===== src/rtl/ball_pkg.sv =====
// Shared types for the ball movement controller: FSM states, map cell codes
// and bit positions of the one-hot movement vector {right,left,down,up}.
package ball_pkg;

  typedef enum logic [2:0] {
    ST_IDLE,
    ST_LOOKUP,
    ST_WAIT_ACK,
    ST_COMMIT,
    ST_HALT
  } state_t;

  typedef enum logic [1:0] {
    FLOOR = 2'd0,
    WALL  = 2'd1,
    HOLE  = 2'd2,
    GOAL  = 2'd3
  } cell_t;

  localparam int MV_UP    = 0;
  localparam int MV_DOWN  = 1;
  localparam int MV_LEFT  = 2;
  localparam int MV_RIGHT = 3;

endpackage


===== src/rtl/tilt_dir_sel.sv =====
// Combinational tilt decoder: 9-bit magnitudes, deadzone test and one-hot
// direction pick (larger axis wins, ties go to x).
module tilt_dir_sel
  import ball_pkg::*;
#(
  parameter logic [7:0] DEADZONE = 8'd16
) (
  input  logic [7:0] tilt_x,
  input  logic [7:0] tilt_y,
  output logic       move_valid,
  output logic [3:0] dir
);

  logic [8:0] mag_x;
  logic [8:0] mag_y;
  logic       x_sel;

  // Nine bits so that -128 becomes +128 instead of wrapping.
  always_comb begin
    mag_x = tilt_x[7] ? (9'd0 - {1'b1, tilt_x}) : {1'b0, tilt_x};
    mag_y = tilt_y[7] ? (9'd0 - {1'b1, tilt_y}) : {1'b0, tilt_y};
    x_sel = (mag_x >= mag_y);
    move_valid = x_sel ? (mag_x > {1'b0, DEADZONE}) : (mag_y > {1'b0, DEADZONE});
    dir = 4'b0000;
    if (x_sel) begin
      if (tilt_x[7]) dir[MV_LEFT] = 1'b1;
      else           dir[MV_RIGHT] = 1'b1;
    end else begin
      if (tilt_y[7]) dir[MV_UP] = 1'b1;
      else           dir[MV_DOWN] = 1'b1;
    end
  end

endmodule


===== src/rtl/ball_move_ctrl.sv =====
// Ball move controller: turns tilt into at most one checked move per step_tick.
// Optional GOAL_DETECT_EN adds the win output and halts on a goal cell.
module ball_move_ctrl
  import ball_pkg::*;
#(
  parameter int         COORD_W     = 6,
  parameter logic [7:0] DEADZONE    = 8'd16,
  parameter int         ACK_TIMEOUT = 15
) (
  input  logic                 clk,
  input  logic                 reset,
  input  logic                 step_tick,
  input  logic [7:0]           tilt_x,
  input  logic [7:0]           tilt_y,
  input  logic [COORD_W-1:0]   ball_x,
  input  logic [COORD_W-1:0]   ball_y,
  output logic                 map_rd_req,
  output logic [2*COORD_W-1:0] map_rd_addr,
  input  logic                 map_rd_ack,
  input  logic [1:0]           map_value,
  output logic [3:0]           movement,
  output logic                 blocked,
  output logic                 fell,
  output logic                 busy
`ifdef GOAL_DETECT_EN
  ,
  output logic                 win
`endif
);

  localparam int CNT_W = (ACK_TIMEOUT < 2) ? 1 : $clog2(ACK_TIMEOUT + 1);
  localparam logic [CNT_W-1:0]   CNT_LAST  = CNT_W'(ACK_TIMEOUT - 1);
  localparam logic [COORD_W-1:0] COORD_MAX = '1;

  state_t             state;
  logic [3:0]         dir_reg;
  logic [CNT_W-1:0]   timeout_cnt;
  logic               hole_reg;
  logic               move_valid;
  logic [3:0]         dir_sel;
  logic [COORD_W-1:0] cand_x;
  logic [COORD_W-1:0] cand_y;
  logic               wrap;
`ifdef GOAL_DETECT_EN
  logic               goal_reg;
`endif

  tilt_dir_sel #(
    .DEADZONE(DEADZONE)
  ) u_tilt_dir_sel (
    .tilt_x    (tilt_x),
    .tilt_y    (tilt_y),
    .move_valid(move_valid),
    .dir       (dir_sel)
  );

  // Neighbour cell and edge detection; an edge move is refused, never wrapped.
  always_comb begin
    cand_x = ball_x;
    cand_y = ball_y;
    wrap   = 1'b0;
    if (dir_sel[MV_RIGHT]) begin
      cand_x = ball_x + COORD_W'(1);
      wrap   = (ball_x == COORD_MAX);
    end else if (dir_sel[MV_LEFT]) begin
      cand_x = ball_x - COORD_W'(1);
      wrap   = (ball_x == '0);
    end else if (dir_sel[MV_DOWN]) begin
      cand_y = ball_y + COORD_W'(1);
      wrap   = (ball_y == COORD_MAX);
    end else if (dir_sel[MV_UP]) begin
      cand_y = ball_y - COORD_W'(1);
      wrap   = (ball_y == '0);
    end
  end

  always_ff @(posedge clk or negedge reset) begin
    if (!reset) begin
      state       <= ST_IDLE;
      movement    <= '0;
      map_rd_req  <= 1'b0;
      map_rd_addr <= '0;
      blocked     <= 1'b0;
      fell        <= 1'b0;
      busy        <= 1'b0;
      timeout_cnt <= '0;
      dir_reg     <= '0;
      hole_reg    <= 1'b0;
`ifdef GOAL_DETECT_EN
      goal_reg    <= 1'b0;
      win         <= 1'b0;
`endif
    end else begin
      map_rd_req <= 1'b0;
      blocked    <= 1'b0;
      movement   <= '0;
      case (state)
        ST_IDLE: begin
          if (step_tick && move_valid) begin
            dir_reg <= dir_sel;
            if (wrap) begin
              blocked <= 1'b1;
            end else begin
              map_rd_req  <= 1'b1;
              map_rd_addr <= {cand_y, cand_x};
              timeout_cnt <= '0;
              busy        <= 1'b1;
              state       <= ST_LOOKUP;
            end
          end
        end
        // An ack is honoured in the request cycle as well as while waiting.
        ST_LOOKUP, ST_WAIT_ACK: begin
          if (map_rd_ack) begin
            case (cell_t'(map_value))
              WALL: begin
                blocked <= 1'b1;
                busy    <= 1'b0;
                state   <= ST_IDLE;
              end
              HOLE: begin
                hole_reg <= 1'b1;
                movement <= dir_reg;
                state    <= ST_COMMIT;
              end
`ifdef GOAL_DETECT_EN
              GOAL: begin
                goal_reg <= 1'b1;
                movement <= dir_reg;
                state    <= ST_COMMIT;
              end
`endif
              default: begin
                movement <= dir_reg;
                state    <= ST_COMMIT;
              end
            endcase
          end else if (state == ST_LOOKUP) begin
            state <= ST_WAIT_ACK;
          end else if (timeout_cnt == CNT_LAST) begin
            blocked <= 1'b1;
            busy    <= 1'b0;
            state   <= ST_IDLE;
          end else begin
            timeout_cnt <= timeout_cnt + CNT_W'(1);
          end
        end
        ST_COMMIT: begin
          if (hole_reg) begin
            fell  <= 1'b1;
            state <= ST_HALT;
          end
`ifdef GOAL_DETECT_EN
          else if (goal_reg) begin
            win   <= 1'b1;
            state <= ST_HALT;
          end
`endif
          else begin
            busy  <= 1'b0;
            state <= ST_IDLE;
          end
        end
        ST_HALT: begin
          state <= ST_HALT;
        end
        default: begin
          busy  <= 1'b0;
          state <= ST_IDLE;
        end
      endcase
    end
  end

endmodule


===== config.mk =====
export PLATFORM = sky130hd
export DESIGN_NAME = ball_move_ctrl
export DESIGN_NICKNAME = d
export VERILOG_FILES = /design/src/rtl/ball_pkg.sv /design/src/rtl/tilt_dir_sel.sv /design/src/rtl/ball_move_ctrl.sv
export SDC_FILE = /design/constraint.sdc
export NUM_CORES = 1
export LEC_CHECK = 0
export CORE_UTILIZATION = 35
export CTS_CLUSTER_DIAMETER = 50
export CTS_CLUSTER_SIZE = 24
export DETAILED_ROUTE_END_ITERATION = 12
export HOLD_SLACK_MARGIN = 0.15
export PLACE_DENSITY = 0.61
export SYNTH_ARGS = -nofsm -noshare
export SYNTH_HDL_FRONTEND = slang
export SYNTH_SLANG_ARGS = --single-unit

===== constraint.sdc =====
create_clock -name clk -period 2.63 [get_ports clk]
set_input_delay 0.263 -clock clk [delete_from_list [all_inputs] [get_ports clk]]
set_output_delay 0.263 -clock clk [all_outputs]
set_load 0.005 [all_outputs]

==> results of run 1 <==
-- layout by cell type (no fill, tap or decap), types with 4 or more instances in the layout --
| cell type | count |
|---|---|
| dfrtp_1 | 32 |
| a21o_1 | 6 |
| xnor2_1 | 4 |
| nor3_1 | 5 |
| clkdlybuf4s50_1 | 43 |
| inv_1 | 14 |
| buf_2 | 4 |
| a21oi_1 | 8 |
| o21ai_4 | 4 |
| nand3_1 | 7 |
| nor2_1 | 12 |
| xor2_1 | 8 |
| ha_1 | 13 |
| clkbuf_8 | 6 |
| buf_4 | 58 |
| and2_1 | 5 |
| buf_6 | 12 |
| nand2_1 | 12 |
| mux2_4 | 6 |
| o221a_1 | 6 |
| nor2b_1 | 6 |
| or2_2 | 4 |
| o31ai_1 | 4 |
| xnor2_2 | 4 |
| nand2b_1 | 4 |
-- worst max-delay path by stage --
stage               from         endpoint  slack, ns  cells past startpoint
2_1_floorplan  tilt_x[1]   map_rd_addr[2]      -0.25                     10
3_3_place_gp   tilt_x[1]   map_rd_addr[4]      -0.83                     12
3_5_place_dp   tilt_x[1]   map_rd_addr[5]      -0.89                     12
4_1_cts        tilt_x[1]   map_rd_addr[4]      -0.26                     13
5_1_grt        tilt_x[4]  map_rd_addr[11]      -0.25                     11
6_report       tilt_x[1]   map_rd_addr[4]      -0.17                     12
-- cell type report --
type / count / area share
Clock buffer: 8 / 0.02297
Inverter: 16 / 0.01978
Multi-Input combinational cell: 195 / 0.4537
Sequential cell: 32 / 0.2042
Tap cell: 77 / 0.02457
Timing Repair Buffer: 121 / 0.2747
-- cells by family after synthesis --
| family | after synthesis |
|---|---|
| AND/OR/NAND/NOR | 82 |
| AO/OA/AOI/OAI | 68 |
| flip-flops | 32 |
| buffers and inverters | 20 |
| XOR/XNOR | 18 |
| adder cells (fa/ha/maj) | 16 |
| multiplexers | 9 |
| other | 2 |
-- report_power, final --
| part | leakage (nW) | total (mW) | switching [mW] | internal, mW |
|---|---|---|---|---|
| clock network | 0.0455 | 0.377 | 0.164 | 0.213 |
| logic | 1.30 | 1.40 | 0.550 | 0.847 |
| registers | 0.397 | 0.817 | 0.135 | 0.682 |
-- metrics by stage --
stage	std cells	instance area (sq um)	hold slack, ns
2_1_floorplan	247	2517	-0.03259
3_3_place_gp	429	3530	0.4573
3_5_place_dp	429	3530	0.4609
4_1_cts	446	3792	0.3926
5_1_grt	449	3921	0.4081
6_report	449	3921	0.3822
-- worst register-to-register path, cell delays in order, from the launching register on --
cell and delay, ns:
dfrtp_1 0.43, nor3_1 0.28, nand2_1 0.24, o32ai_2 0.50
nand3_4 0.17, o21ai_4 0.11, buf_12 0.14, mux2_4 0.30
-- timing repair --
| action | in CTS | in global routing |
|---|---|---|
| buffers inserted | 8 | 6 |
| endpoints found under the setup margin | 24 | 24 |
| gates resized for setup | 57 | 27 |
| gates cloned | 1 | 0 |
| pin swaps | 13 | 25 |
| hold buffers | 0 | 0 |
-- routing by layer --
metal	GRT usage	vias to the layer above
met5	0	-
met1	0.2565	1100
met4	0.02773	0
met2	0.3160	41
met3	0.03502	4
li1	-	1172
==> results_dict.tcl, run 1 <==
set metrics [dict create \
    status "complete, but fails checks" \
    violations "setup timing" \
    utilization 0.6037 \
    drv_cap 0 \
    dp_hpwl_microns 4949 \
    routedLengthMet1_microns 3146 \
    ant_nets 0 \
    synthArstFlopShare 1.000 \
    startpoint_type "input pin" \
    gp_congestion 0.7809 \
    crit_top_cell "o21ai_4" \
    track_usage 0.1878 \
    die_x_microns 85.04 \
    layout-drive-gt1-share 0.3656 \
    yosysTopAreaCell "dfrtp_1" \
    regArea_sq_um 800.8 \
    clock_skew_ns 0.003351 \
    yosysMostFrequentCell "dfrtp_1" \
    largest_reg_flops 12 \
    cp_max_fo 7 \
    tns_ns -2.158 \
    synth-seq-cells 32 \
    synth_mux_area_frac 0.04095 \
    cp_num_buf_inv 2 \
    syn_to_final_growth_pct 62.47 \
    finalHoldViolations 0 \
    multiInputGateArea_sq_mm 0.001779 \
    worstPathRequired_ns 2.79 \
    fin_crit_ns 2.795 \
    power_density_mw_per_mm2 660.8 \
    synth.yosys.warnings 0 \
    via_per_inst 5.160 \
    fp.dieH_microns 85.04 \
    cts_tree "yes" \
    cp_top_family "compound AO/OA/AOI/OAI gates" \
    wirelength_microns 6494 \
    reg2reg_from "state[2]" \
    synthesis.area_sq_mm 0.002414 \
    top_layer "met4" \
    antenna_found_initial 0 \
    syn_nets 297 \
    rsz0062_at_grt "yes" \
    synth_edf_count 0 \
    critical_path_arrival_ns 2.95 \
    crit_slowest_cell "or4_4" \
    io_buffer_count 53 \
    yosys.area.top_type_share 0.3318 \
    initial_utilization 0.3716 \
    rows 29 \
    yosys.area_share.simple 0.1975 \
    clkLatencyLatePin_ns 0.27 \
    reg2reg_slack_ns 0.35 \
    grt_max_degree 33 \
    cts.sinks 32 \
    max_freq_mhz 357.8 \
    grt_pass1_vias 2323 \
    clockBufferDepth 2 \
    min_period_over_period 1.063 \
    synth_xor_xnor_area_share 0.06843 \
    die_area_sq_mm 0.007232 \
    num_io_pins 54 \
    synth-compound-area-share 0.2359 \
    dr_wl_met2_microns 3121 \
    path_clk_slew_ns 0.06 \
    ys_seq_area_frac 0.3318 \
    cts_root_buf "clkbuf_8" \
    syn_inst 247 \
    ir_drop_mv 0.2974 \
    ys_top_cells_by_area "dfrtp_1 33%, ha_1 8.3%, xor2_1 3.3%" \
    rr_endpoint "map_rd_addr[4]" \
    netlist_top_cells_count "32 x dfrtp_1, 16 x ha_1, 16 x inv_1, 14 x nand2_1, 12 x nor2_1" \
    path_class "in -> reg" \
    power.total_mw 2.591 \
    nFillCells 538 \
    synthAdderAreaFrac 0.08294 \
    wl_per_cell_microns 14.46 \
    dr.pass1.iters 4 \
    num_vias 2317 \
    initialDrtViolationCount 77 \
    top_register "map_rd_addr" \
    dr_wl_met3_microns 205 \
    synth.distinct_cells 65 \
    leakage_nw 1.742 \
    synth_top_family_by_area "compound AO/OA/AOI/OAI gates" \
    diodes 0 \
    dp_worst_setup_slack_ns -0.8918 \
    worstRegToRegCells 7 \
    setup_slack_ns -0.1651 \
    report.final.slew_viol_count 0 \
    max-slew-margin-rel 0.6569 \
    cts_buffers 5 \
    synth_area_per_cell_sq_um 9.772 \
    cpPeakStageDelay_ns 0.56 \
    grt_pass1_wl_microns 10940 \
    drcViolationCount 0 \
    htree_levels 2 \
    worst_pin_slew_ns 0.5107 \
    finalNetCount 421 \
    coreArea_sq_mm 0.006495 \
    hp-class "in -> async" \
    finalSetupViolCount 21 \
    cp-end-kind "register" \
    overflow 0 \
    crit_chain "buf_6, or4_4, o21ai_4, xnor2_2, ha_4, nand3_4, o21ai_4, a41oi_4, a211o_4, o21ai_4, buf_12, mux2_4" \
    ys.flop_type "dfrtp_1" \
]
Note: power is estimated with default switching activity, not from simulation.
==> inputs of run 2 (changes only) <==
clock period = 3 ns   (was 2.63 ns; I/O delays follow)
==> run 2 against run 1 <==
The flow now finishes without violations. Via count fell by 2.8%. Register-to-register slack improved by 0.41 ns. First-iteration DRC count rose by 18%. Core utilization fell by 3.0 points.
==> results_dict.tcl, run 2 (synthesis gave the netlist of run 1 again) <==
set metrics [dict create \
    max-slew-margin-rel 0.6413 \
    power_density_mw_per_mm2 588.7 \
    clockBufferDepth 2 \
    clkLatencyLatePin_ns 0.29 \
    die_x_microns 85.04 \
    min_period_over_period 0.9851 \
    fin_crit_ns 2.955 \
    dp_hpwl_microns 4766 \
    dr.pass1.iters 4 \
    path_class "in -> reg" \
    max_freq_mhz 338.4 \
    worstPathRequired_ns 3.17 \
    num_vias 2252 \
    fin_hold_ws_ns 0.4065 \
    finalNetCount 405 \
    grt_pass1_wl_microns 10520 \
    largest_reg_flops 12 \
    htree_levels 2 \
    via_per_inst 5.201 \
    cts_root_buf "clkbuf_8" \
    wl_per_cell_microns 15.18 \
    startpoint_type "input pin" \
    path_clk_slew_ns 0.06 \
    grt_pass1_vias 2153 \
    cts_buffers 5 \
    nFillCells 548 \
    crit_slowest_cell "or4_4" \
    power.total_mw 2.195 \
    io_buffer_count 53 \
    fp.dieH_microns 85.04 \
    crit_chain "clkdlybuf4s15_2, or4_4, o21ai_2, xnor2_1, ha_1, nand3_2, o21ai_4, a41oi_4, a211o_2, o21ai_4, mux2_4" \
    ant_nets 0 \
    ir_drop_mv 0.3924 \
    initialDrtViolationCount 91 \
    finalSetupViolCount 0 \
    finalHoldViolations 0 \
    die_area_sq_mm 0.007232 \
    cp_max_fo 6 \
    cts.sinks 32 \
    status "complete, no violations" \
    clock_skew_ns 0.005053 \
    crit_top_cell "o21ai_4" \
    top_register "map_rd_addr" \
    antenna_found_initial 0 \
    leakage_nw 1.645 \
    drcViolationCount 0 \
    worst_pin_slew_ns 0.5340 \
    gp_congestion 0.8396 \
    cp-end-kind "register" \
    track_usage 0.1876 \
    layout_common_cells "44 x clkdlybuf4s50_1, 43 x buf_4, 32 x dfrtp_1" \
    hp-class "in -> async" \
    syn_to_final_growth_pct 54.48 \
    cts_tree "yes" \
    rows 29 \
    critical_path_arrival_ns 3.12 \
    grt_max_degree 33 \
    final_common_cell "clkdlybuf4s50_1" \
    layout-drive-gt1-share 0.3258 \
    coreArea_sq_mm 0.006495 \
    initial_utilization 0.3716 \
    num_io_pins 54 \
    overflow 0 \
    report.final.slew_viol_count 0 \
    wirelength_microns 6574 \
    diodes 0 \
    drv_cap 0 \
    cpPeakStageDelay_ns 0.53 \
    tns_ns 0 \
]
-- run 2: worst max-delay path: cells and delay by family --
family | cells | cell delay, ns
compound gates | 5 | 1.23
simple gates | 2 | 0.63
fa+ha+maj | 1 | 0.34
mux | 1 | 0.33
buf+inv | 1 | 0.21
xor+xnor | 1 | 0.09
-- run 2: final cells by class --
class	count	area, sq um	area share
multi-input cells	195	1739	0.4664
clock buffers	8	90.09	0.02416
well taps	77	96.34	0.02584
repair buffers	105	939.7	0.2520
flip-flops and latches	32	800.8	0.2148
inverters	16	62.56	0.01678
-- run 2: final timing paths --
check / slack, ns / from / endpoint / depth (start not counted)
worst max-delay path: 0.04 / tilt_x[3] / map_rd_addr[5] / 11
worst min-delay path: 0.41 / reset / map_rd_addr[8] / 2
worst max register to register: 0.76 / state[2] / map_rd_addr[6] / 7
worst min register to register: 0.46 / fell / fell / 1
max in group asynchronous: 2.30 / reset / blocked / 2
min in group clk: 0.46 / fell / fell / 1
-- run 2: metrics by stage --
step	util	instance area, sq um	instances	worst slack, ns
after CTS	0.5488	3565	428	0.002113
final	0.5741	3729	433	0.04474
after detailed placement	0.5196	3374	415	-0.5954
after floorplan	-	2455	247	0.0004139
after global placement	0.5196	3374	415	-0.5509
after global routing	0.5741	3729	433	-0.04872
-- run 2: what timing repair did --
action,4_1_cts,5_1_grt
resized for setup,39,30
setup buffers,4,5
hold buffers,0,0
pin swaps,17,21
gates cloned,1,0
setup endpoints to repair,24,23
hold endpoints to repair,0,0
-- run 2: metal layers --
| metal | part of all wire | track usage |
|---|---|---|
| met1 | 0.49 | 0.2567 |
| met2 | 0.46 | 0.2955 |
| met3 | 0.040 | 0.04086 |
| met4 | 0.011 | 0.06009 |
| met5 | 0 | 0 |
-- run 2: power breakdown --
part / total (mW) / switching [mW] / internal, mW
registers: 0.710 / 0.113 / 0.597
logic: 1.14 / 0.465 / 0.676
clock network: 0.344 / 0.157 / 0.187
